--- config.mk ---
export PLATFORM = sky130hd
export DESIGN_NAME = multicycle_control
export DESIGN_NICKNAME = d
export VERILOG_FILES = /design/src/rtl/ctrl_pkg.sv /design/src/rtl/opcode_classifier.sv /design/src/rtl/multicycle_control.sv
export SDC_FILE = /design/constraint.sdc
export NUM_CORES = 1
export LEC_CHECK = 0
export BUFFER_PORTS_ARGS = -buffer_cell sky130_fd_sc_hd__clkbuf_2
export CAP_MARGIN = 5
export CORE_MARGIN = 2
export CORE_UTILIZATION = 47
export CTS_CLUSTER_DIAMETER = 150
export DETAILED_ROUTE_END_ITERATION = 8
export PLACE_DENSITY = 0.75
export SYNTH_ARGS = -nofsm -noshare
export SYNTH_HDL_FRONTEND = slang
export SYNTH_HIERARCHICAL = 1
export SYNTH_SLANG_ARGS = --single-unit
--- constraint.sdc ---
create_clock -name clk_i -period 2.4 [get_ports clk_i]
set_input_delay 0.6 -clock clk_i [delete_from_list [all_inputs] [get_ports clk_i]]
set_output_delay 0.6 -clock clk_i [all_outputs]
set_load 0.02 [all_outputs]
--- src/rtl/ctrl_pkg.sv ---
// ctrl_pkg: shared opcodes, control encodings, FSM states and opcode classes
package ctrl_pkg;
  localparam logic [6:0] OP_R      = 7'b0110011;
  localparam logic [6:0] OP_I      = 7'b0010011;
  localparam logic [6:0] OP_LOAD   = 7'b0000011;
  localparam logic [6:0] OP_STORE  = 7'b0100011;
  localparam logic [6:0] OP_BRANCH = 7'b1100011;
  localparam logic [6:0] OP_JAL    = 7'b1101111;
  localparam logic [6:0] OP_JALR   = 7'b1100111;
  localparam logic [6:0] OP_LUI    = 7'b0110111;
  localparam logic [6:0] OP_SYSTEM = 7'b1110011;

  localparam logic [1:0] ALU_ADD = 2'b00;
  localparam logic [1:0] ALU_SUB = 2'b01;
  localparam logic [1:0] ALU_RTY = 2'b10;
  localparam logic [1:0] ALU_ITY = 2'b11;

  localparam logic [1:0] WB_ALU = 2'b00;
  localparam logic [1:0] WB_MEM = 2'b01;
  localparam logic [1:0] WB_PC4 = 2'b10;

  localparam logic [1:0] PC_PLUS4 = 2'b00;
  localparam logic [1:0] PC_IMM   = 2'b01;
  localparam logic [1:0] PC_ALU   = 2'b10;

  typedef enum logic [2:0] {
    S_IDLE, S_FETCH, S_DECODE, S_EXECUTE, S_MEMORY, S_WRITEBACK, S_HALT
  } state_t;

  typedef enum logic [3:0] {
    C_R, C_I, C_LOAD, C_STORE, C_BRANCH, C_JAL, C_JALR, C_LUI, C_SYSTEM, C_ILLEGAL
  } cls_t;
endpackage

--- src/rtl/opcode_classifier.sv ---
// opcode_classifier: maps a 7-bit RV32I opcode to its instruction class
module opcode_classifier
  import ctrl_pkg::*;
(
  input  logic [6:0] opcode,
  output cls_t       cls
);
  // anything not in the supported set (including AUIPC/FENCE) is illegal
  always_comb begin
    cls = opcode == OP_R      ? C_R      :
          opcode == OP_I      ? C_I      :
          opcode == OP_LOAD   ? C_LOAD   :
          opcode == OP_STORE  ? C_STORE  :
          opcode == OP_BRANCH ? C_BRANCH :
          opcode == OP_JAL    ? C_JAL    :
          opcode == OP_JALR   ? C_JALR   :
          opcode == OP_LUI    ? C_LUI    :
          opcode == OP_SYSTEM ? C_SYSTEM : C_ILLEGAL;
  end
endmodule

--- src/rtl/multicycle_control.sv ---
// multicycle_control: FETCH/DECODE/EXECUTE/MEMORY/WRITEBACK sequencer with wait states, timeout and retire count
module multicycle_control
  import ctrl_pkg::*;
#(
  parameter int MAX_WAIT        = 15,
  parameter int CNT_W           = 32,
  parameter bit HALT_ON_ILLEGAL = 1'b1
) (
  input  logic             clk_i,
  input  logic             rst_i,
  input  logic             start_i,
  input  logic [6:0]       opcode_i,
  input  logic             branch_taken_i,
  input  logic             mem_ready_i,
  output logic             imem_req_o,
  output logic             dmem_req_o,
  output logic             ir_write_en_o,
  output logic             pc_write_en_o,
  output logic [1:0]       pc_src_optn,
  output logic             mem_read_en,
  output logic             mem_write_en,
  output logic             reg_write_en,
  output logic [1:0]       rd_src_optn,
  output logic [1:0]       alu_intent,
  output logic             alu_src_optn,
  output logic             is_halt,
  output logic             illegal_o,
  output logic             timeout_o,
  output logic [2:0]       state_o,
  output logic [CNT_W-1:0] retired_o
);
  localparam int WW = $clog2(MAX_WAIT + 1);

  state_t          state, next;
  cls_t            cls, dec_cls;
  logic [WW-1:0]   wait_cnt;
  logic            illegal, timeout;
  logic [CNT_W-1:0] retired;
  logic            live, waiting, tmo, is_exe, is_mem, is_wb, link, retire, dec_nop;

  opcode_classifier u_cls (.opcode(opcode_i), .cls(dec_cls));

  // strobes are suppressed while reset is asserted so an aborted instruction writes nothing
  assign live    = !rst_i;
  assign waiting = state == S_FETCH || state == S_MEMORY;
  assign tmo     = waiting && !mem_ready_i && wait_cnt == WW'(MAX_WAIT - 1);
  assign is_exe  = state == S_EXECUTE;
  assign is_mem  = state == S_MEMORY;
  assign is_wb   = state == S_WRITEBACK;
  assign link    = cls == C_JAL || cls == C_JALR;
  assign dec_nop = state == S_DECODE && dec_cls == C_ILLEGAL && !HALT_ON_ILLEGAL;
  assign retire  = dec_nop || (is_exe && (cls == C_BRANCH || link)) ||
                   (is_mem && cls == C_STORE && mem_ready_i) || is_wb;

  // next-state selection; timeout wins only when the ack is still missing
  always_comb begin
    next = state;
    case (state)
      S_IDLE:      next = start_i ? S_FETCH : S_IDLE;
      S_FETCH:     next = mem_ready_i ? S_DECODE : tmo ? S_HALT : S_FETCH;
      S_DECODE:    next = dec_cls == C_SYSTEM || (dec_cls == C_ILLEGAL && HALT_ON_ILLEGAL) ? S_HALT :
                          dec_cls == C_ILLEGAL ? S_FETCH : S_EXECUTE;
      S_EXECUTE:   next = cls == C_LOAD || cls == C_STORE ? S_MEMORY :
                          cls == C_R || cls == C_I || cls == C_LUI ? S_WRITEBACK : S_FETCH;
      S_MEMORY:    next = mem_ready_i ? (cls == C_LOAD ? S_WRITEBACK : S_FETCH) : tmo ? S_HALT : S_MEMORY;
      S_WRITEBACK: next = S_FETCH;
      default:     next = state;
    endcase
  end

  // state, latched class, wait counter, sticky causes and retire counter
  always_ff @(posedge clk_i) begin
    if (rst_i) begin
      state    <= S_IDLE;
      cls      <= C_ILLEGAL;
      wait_cnt <= '0;
      illegal  <= 1'b0;
      timeout  <= 1'b0;
      retired  <= '0;
    end else begin
      state    <= next;
      wait_cnt <= (waiting && !mem_ready_i) ? wait_cnt + WW'(1) : '0;
      timeout  <= timeout | tmo;
      if (retire) retired <= retired + CNT_W'(1);
      if (state == S_DECODE) begin
        cls     <= dec_cls;
        illegal <= illegal | (dec_cls == C_ILLEGAL && HALT_ON_ILLEGAL);
      end
    end
  end

  assign imem_req_o    = live && state == S_FETCH;
  assign dmem_req_o    = live && is_mem;
  assign ir_write_en_o = live && state == S_FETCH && mem_ready_i;
  assign pc_write_en_o = live && retire;
  assign mem_read_en   = live && is_mem && cls == C_LOAD;
  assign mem_write_en  = live && is_mem && cls == C_STORE;
  assign reg_write_en  = live && (is_wb || (is_exe && link));
  assign pc_src_optn   = is_exe && (cls == C_JAL || (cls == C_BRANCH && branch_taken_i)) ? PC_IMM :
                         is_exe && cls == C_JALR ? PC_ALU : PC_PLUS4;
  assign rd_src_optn   = is_wb && cls == C_LOAD ? WB_MEM : is_exe && link ? WB_PC4 : WB_ALU;
  assign alu_intent    = !is_exe ? ALU_ADD : cls == C_R ? ALU_RTY : cls == C_I ? ALU_ITY :
                         cls == C_BRANCH ? ALU_SUB : ALU_ADD;
  assign alu_src_optn  = is_exe && (cls == C_I || cls == C_LOAD || cls == C_STORE || cls == C_JALR || cls == C_LUI);
  assign is_halt       = state == S_HALT;
  assign illegal_o     = illegal;
  assign timeout_o     = timeout;
  assign state_o       = state;
  assign retired_o     = retired;
endmodule
After elaboration in Yosys (flattened, before gate mapping)

Cells that the tools add are included.

Register bits after elaboration: 45
Output and inout bits: 52

Add/sub/neg operators: 2
Equality and inequality tests: 25
Mux-type cells: 28
Bitwise logic cells: 3
Reduce and logical (&&, ||, !) cells: 39

Operators with widths:

| operator                                                        | number |
|---|---|
| 32-bit by 1-bit adder with 32-bit output, second input constant | 1 |
| 4-bit 2-to-1 mux                                                | 8 |
| 7-bit == test, second input constant                            | 4 |
| 7-bit by 6-bit == test with 1-bit output, second input constant | 3 |
| 3-bit 2-to-1 mux                                                | 7 |
| 1-bit logical AND                                               | 18 |
| 2-bit 2-to-1 mux                                                | 9 |
| 3-bit one-hot mux with 6 select lines                           | 1 |
| 4-bit by 3-bit == test with 1-bit output, second input constant | 4 |
| 1-bit logical OR                                                | 15 |
| 4-bit == test, second input constant                            | 3 |
| 3-bit == test, second input constant                            | 3 |
| 4-bit by 2-bit == test with 1-bit output, second input constant | 2 |
| 7-bit by 2-bit == test with 1-bit output, second input constant | 1 |
| 7-bit by 5-bit == test with 1-bit output, second input constant | 1 |
| 3-bit by 2-bit == test with 1-bit output, second input constant | 2 |
| 6-bit nonzero test                                              | 1 |
| 4-bit by 1-bit adder with 4-bit output, second input constant   | 1 |
| 4-bit by 1-bit == test with 1-bit output, second input constant | 1 |
| 4-bit zero test                                                 | 1 |
| 3-bit by 1-bit == test with 1-bit output, second input constant | 1 |
| 3-bit zero test                                                 | 1 |
| 1-bit 2-to-1 mux                                                | 3 |
| 1-bit zero test                                                 | 2 |
| 3 further kinds                                                 | 4 |

Logic depth before layout (Yosys ltp)

Word-level depth: 14
Mapped depth: 9
Depth with buffers taken out: 8

Hierarchy

The synthesis kept the hierarchy.

Modules (own cells, without submodules):

| module             | times used | cells each | area an instance (sq um) |
|---|---|---|---|
| multicycle_control | 1          | 288        | 2306.0 |
| opcode_classifier  | 1          | 23         | 133.9 |

Least setup slack after synthesis

OpenSTA, ideal clock, no wires.

Kind: flip-flop to output port
Start point: register state[0] (netlist: state_o[0])
End point: output port ir_write_en_o
Arrival: 1.865 ns
Required time: 1.800 ns
Path slack: -0.065 ns
Cell stages (with the launch flop): 5
Buffers on the path: 1
Cell sequence: dfxtp_1 > clkbuf_1 > or3b_2 > nor2_1 > and2_1

Longest elaborated chain between the ends: 3

RTL lines:

| item                                     | line                     | source |
|---|---|---|
| from (decl)                              | multicycle_control.sv:34 | `state_t state, next;` |
| from (signal assigned)                   | multicycle_control.sv:81 | `state <= next;` |
| 3-bit by 1-bit == test with 1-bit output | n/a                      |  |
| 1-bit logical AND                        | n/a                      |  |
| net imem_req_o                           | multicycle_control.sv:15 | `output logic imem_req_o,` |
| 1-bit logical AND                        | multicycle_control.sv:94 | `assign ir_write_en_o = live && state == S_FETCH && mem_ready_i;` |
| to (decl)                                | multicycle_control.sv:17 | `output logic ir_write_en_o,` |

The timed path passes the listed nets, and every way through them passes these cells.

Final worst setup path

Start point: register cls[3]
End point: output port pc_write_en_o

Longest elaborated chain between the ends: 7

RTL lines:

| item                                     | line                     | source |
|---|---|---|
| from (decl)                              | multicycle_control.sv:35 | `cls_t cls, dec_cls;` |
| from (signal assigned)                   | multicycle_control.sv:86 | `cls <= dec_cls;` |
| 4-bit by 3-bit == test with 1-bit output | multicycle_control.sv:50 | `assign link = cls == C_JAL \|\| cls == C_JALR;` |
| 1-bit logical OR                         | multicycle_control.sv:50 |  |
| 1-bit logical OR                         | multicycle_control.sv:52 | `assign retire = dec_nop \|\| (is_exe && (cls == C_BRANCH \|\| link)) \|\|` |
| 1-bit logical AND                        | multicycle_control.sv:52 |  |
| 1-bit logical OR (*)                     | multicycle_control.sv:52 |  |
| 1-bit logical OR (*)                     | multicycle_control.sv:53 | `(is_mem && cls == C_STORE && mem_ready_i) \|\| is_wb;` |
| 1-bit logical AND (*)                    | multicycle_control.sv:95 | `assign pc_write_en_o = live && retire;` |
| to (decl)                                | multicycle_control.sv:18 | `output logic pc_write_en_o,` |

Every way passes the cells marked *; elsewhere a longest branch is shown, timed or not.

==> impl_metrics.json <==
{
  "status": "finished clean",
  "clkTransAtPathRegs_ns": 0.09,
  "rsz0062_at_grt": "false",
  "multi_input_area_um2": 1460,
  "p_switching_mw": 0.394,
  "overflow": 0,
  "clock-sinks": 45,
  "firstDrtPassIters": 5,
  "crit_buf_inv": 1,
  "diodes": 0,
  "final_antenna_net_count": 0,
  "p_int_mw": 1.17,
  "setup_tns_ns": 0,
  "pwr-share-comb_pct": 13.2,
  "tightest_slew_ns": 0.455,
  "antenna_found_initial": 0,
  "yosysWarnings": 6,
  "setup_viol": 0,
  "die-height_um": 76.1,
  "yosys.area.top_type_share_pct": 36.9,
  "wl_per_cell_um": 12.9,
  "grt_pass1_vias": 2314,
  "ys_types": 51,
  "cp.arrival_ns": 1.73,
  "fin_nets": 405,
  "portBuffers": 63,
  "grt_util_all_layers_pct": 20.7,
  "drive_gt1_share_pct": 26.3,
  "cp_cell_sequence": "or3b_1 > o21a_4 > a21oi_1 > clkbuf_2",
  "ys_seq_elements": 45,
  "clock_skew_ns": 0.0131,
  "syn_area_um2": 2440,
  "drcViolationCount": 0,
  "fp.dieArea_um2": 5780,
  "clockBufferDepth": 2,
  "slew_violations": 0,
  "seqPwrFrac_pct": 49.8,
  "clk_latency_ns": 0.31,
  "hold_viol_final": 0,
  "gp_routability_congestion": 0.828,
  "period_share_pct": 97.2,
  "cts_inserted_buffers": 5,
  "io_pins": 64,
  "synth_nets": 326,
  "rows": 26,
  "cp-end-kind": "output pin",
  "start_util_pct": 48.4,
  "synth_edf_count": 0,
  "crit_type": "register to output pin",
  "vdd_ir_drop_max_mv": 0.475,
  "synth.most_common_cell": "dfxtp_1",
  "dp_hpwl_um": 4270,
  "cts_root_buffer": "clkbuf_8",
  "grt_pass1_wl_um": 10200,
  "synthTopCellsByArea": "dfxtp_1 (37%), a21oi_1 (6.8%), nor2_1 (5.5%)",
  "critPathSlowestCell": "or3b_1",
  "drt_iter0_drc": 175,
  "maxSlewHeadroom_pct": 69.4,
  "synthCells": 311,
  "hp-class": "register to register",
  "startpoint_type": "register",
  "period_minus_slack_ns": 2.33,
  "dr_total_vias": 2605,
  "pwr-share-clk_pct": 36.9,
  "dp_cells": 447,
  "htree_levels": 2,
  "instances_no_fill": 461,
  "syn_to_final_growth_pct": 27.3,
  "fillCellCount": 448,
  "viasPerCell": 5.65,
  "ys.flop_type": "dfxtp_1",
  "critical_path.max_stage_delay_ns": 0.41,
  "async_reset_ff_share_pct": 0,
  "sw_frac_of_total_pct": 25.2,
  "core_um2": 5040,
  "maxCapViolCount": 0,
  "ys_top_cells_by_count": "dfxtp_1 (45), nor2_1 (36), a21oi_1 (33)",
  "syn_area_per_cell_um2": 7.85,
  "crit_path_max_fanout": 6,
  "routed_wl_um": 5960,
  "p_per_area_nw_per_um2": 504,
  "power_leakage_nw": 1.16,
  "yosys.area.top_type": "dfxtp_1",
  "worstPathRequired_ns": 1.80,
  "cts_tree": "done",
  "max_freq_mhz": 429,
  "regArea_um2": 902,
  "grt_start_max_net_pins": 39,
  "ys_seq_area_share_pct": 36.9,
  "crit_family": "compound AO/OA/AOI/OAI gates",
  "die_w_um": 76.1
}
==> final cells by class <==
type                       count  area share [%]
clock inverter                 2            1.25
clock buffer                   6            2.34
sequential                    45            29.0
multi-input combinational    240            47.1
timing repair buffer          87            16.2
tap                           70            2.82
inverter                      11            1.33
==> kinds of logic after synthesis <==
family	count (synthesis)	share of synthesized area, %
DFF	45	36.9
buffers and inverters	26	4.46
AOI/OAI and AO/OA	88	22.2
xor gates and xnor gates	13	4.67
and+or+nand+nor	134	29.4
adders and majority gates	3	1.54
muxes	2	0.821
==> routing by layer <==
metal,track usage (%),vias up,wire [um]
li1,-,1311,-
met1,27.1,1218,2740
met2,33.7,65,2810
met3,4.98,11,319
met4,7.09,0,87
met5,0,-,0
==> sequential cells by signal (all words and copies together), names as in the netlist <==
register and flops:
cls 4, illegal_o 1, retired_o 32, state_o 3, timeout_o 1, wait_cnt 4
==> repair_timing <==
action,CTS,global route
buffers inserted,1,5
hold endpoints to repair,0,0
hold buffers,0,0
endpoints found under the setup margin,3,6
gates resized for setup,1,9
pin swaps,1,1
==> through the flow <==
step / hold WS (ns) / power (mW) / setup WS [ns] / utilization (%) / instance area [um^2]
2_1_floorplan: 0.430 / 0.917 / 0.0411 / - / 2440
3_3_place_gp: 0.449 / 0.974 / 0.0127 / 57.8 / 2910
3_5_place_dp: 0.450 / 0.976 / -0.000622 / 57.8 / 2910
4_1_cts: 0.469 / 1.55 / -0.00557 / 60.2 / 3040
5_1_grt: 0.509 / 1.63 / 0.00185 / 61.6 / 3110
6_report: 0.463 / 1.56 / 0.0676 / 61.6 / 3110
==> power by group through the flow <==
| stage | Sequential [mW] | Combinational [mW] | Clock (mW) |
|---|---|---|---|
| after floorplan | 0.799 | 0.118 | 0 |
| after global placement | 0.793 | 0.181 | 0 |
| after detailed placement | 0.792 | 0.184 | 0 |
| after CTS | 0.776 | 0.185 | 0.591 |
| after global routing | 0.781 | 0.228 | 0.622 |
| final | 0.779 | 0.207 | 0.578 |
==> cells in the final DEF (no fill, tap or decap), types with 4 or more instances in the layout <==
| cell type | count |
|---|---|
| xnor2_1 | 9 |
| inv_1 | 11 |
| nand3_1 | 17 |
| buf_4 | 24 |
| o21ai_1 | 18 |
| a211oi_1 | 4 |
| nand2_1 | 20 |
| a21oi_1 | 33 |
| o31ai_1 | 11 |
| nor2_1 | 35 |
| nand4_1 | 6 |
| nor3_1 | 8 |
| xor2_1 | 4 |
| clkbuf_8 | 5 |
| dfxtp_1 | 44 |
| clkbuf_2 | 61 |
| or3_1 | 14 |
| or4_1 | 11 |
==> final timing paths <==
check	end	slack, ns	depth (start not counted)	start
hold / removal	wait_cnt[0]	0.46	1	wait_cnt[0]
setup / recovery	pc_write_en_o	0.07	4	cls[3]
hold reg to reg	wait_cnt[0]	0.46	1	wait_cnt[0]
setup reg to reg	retired_o[25]	0.22	7	cls[3]
Note: power is estimated with default switching activity, not from simulation.
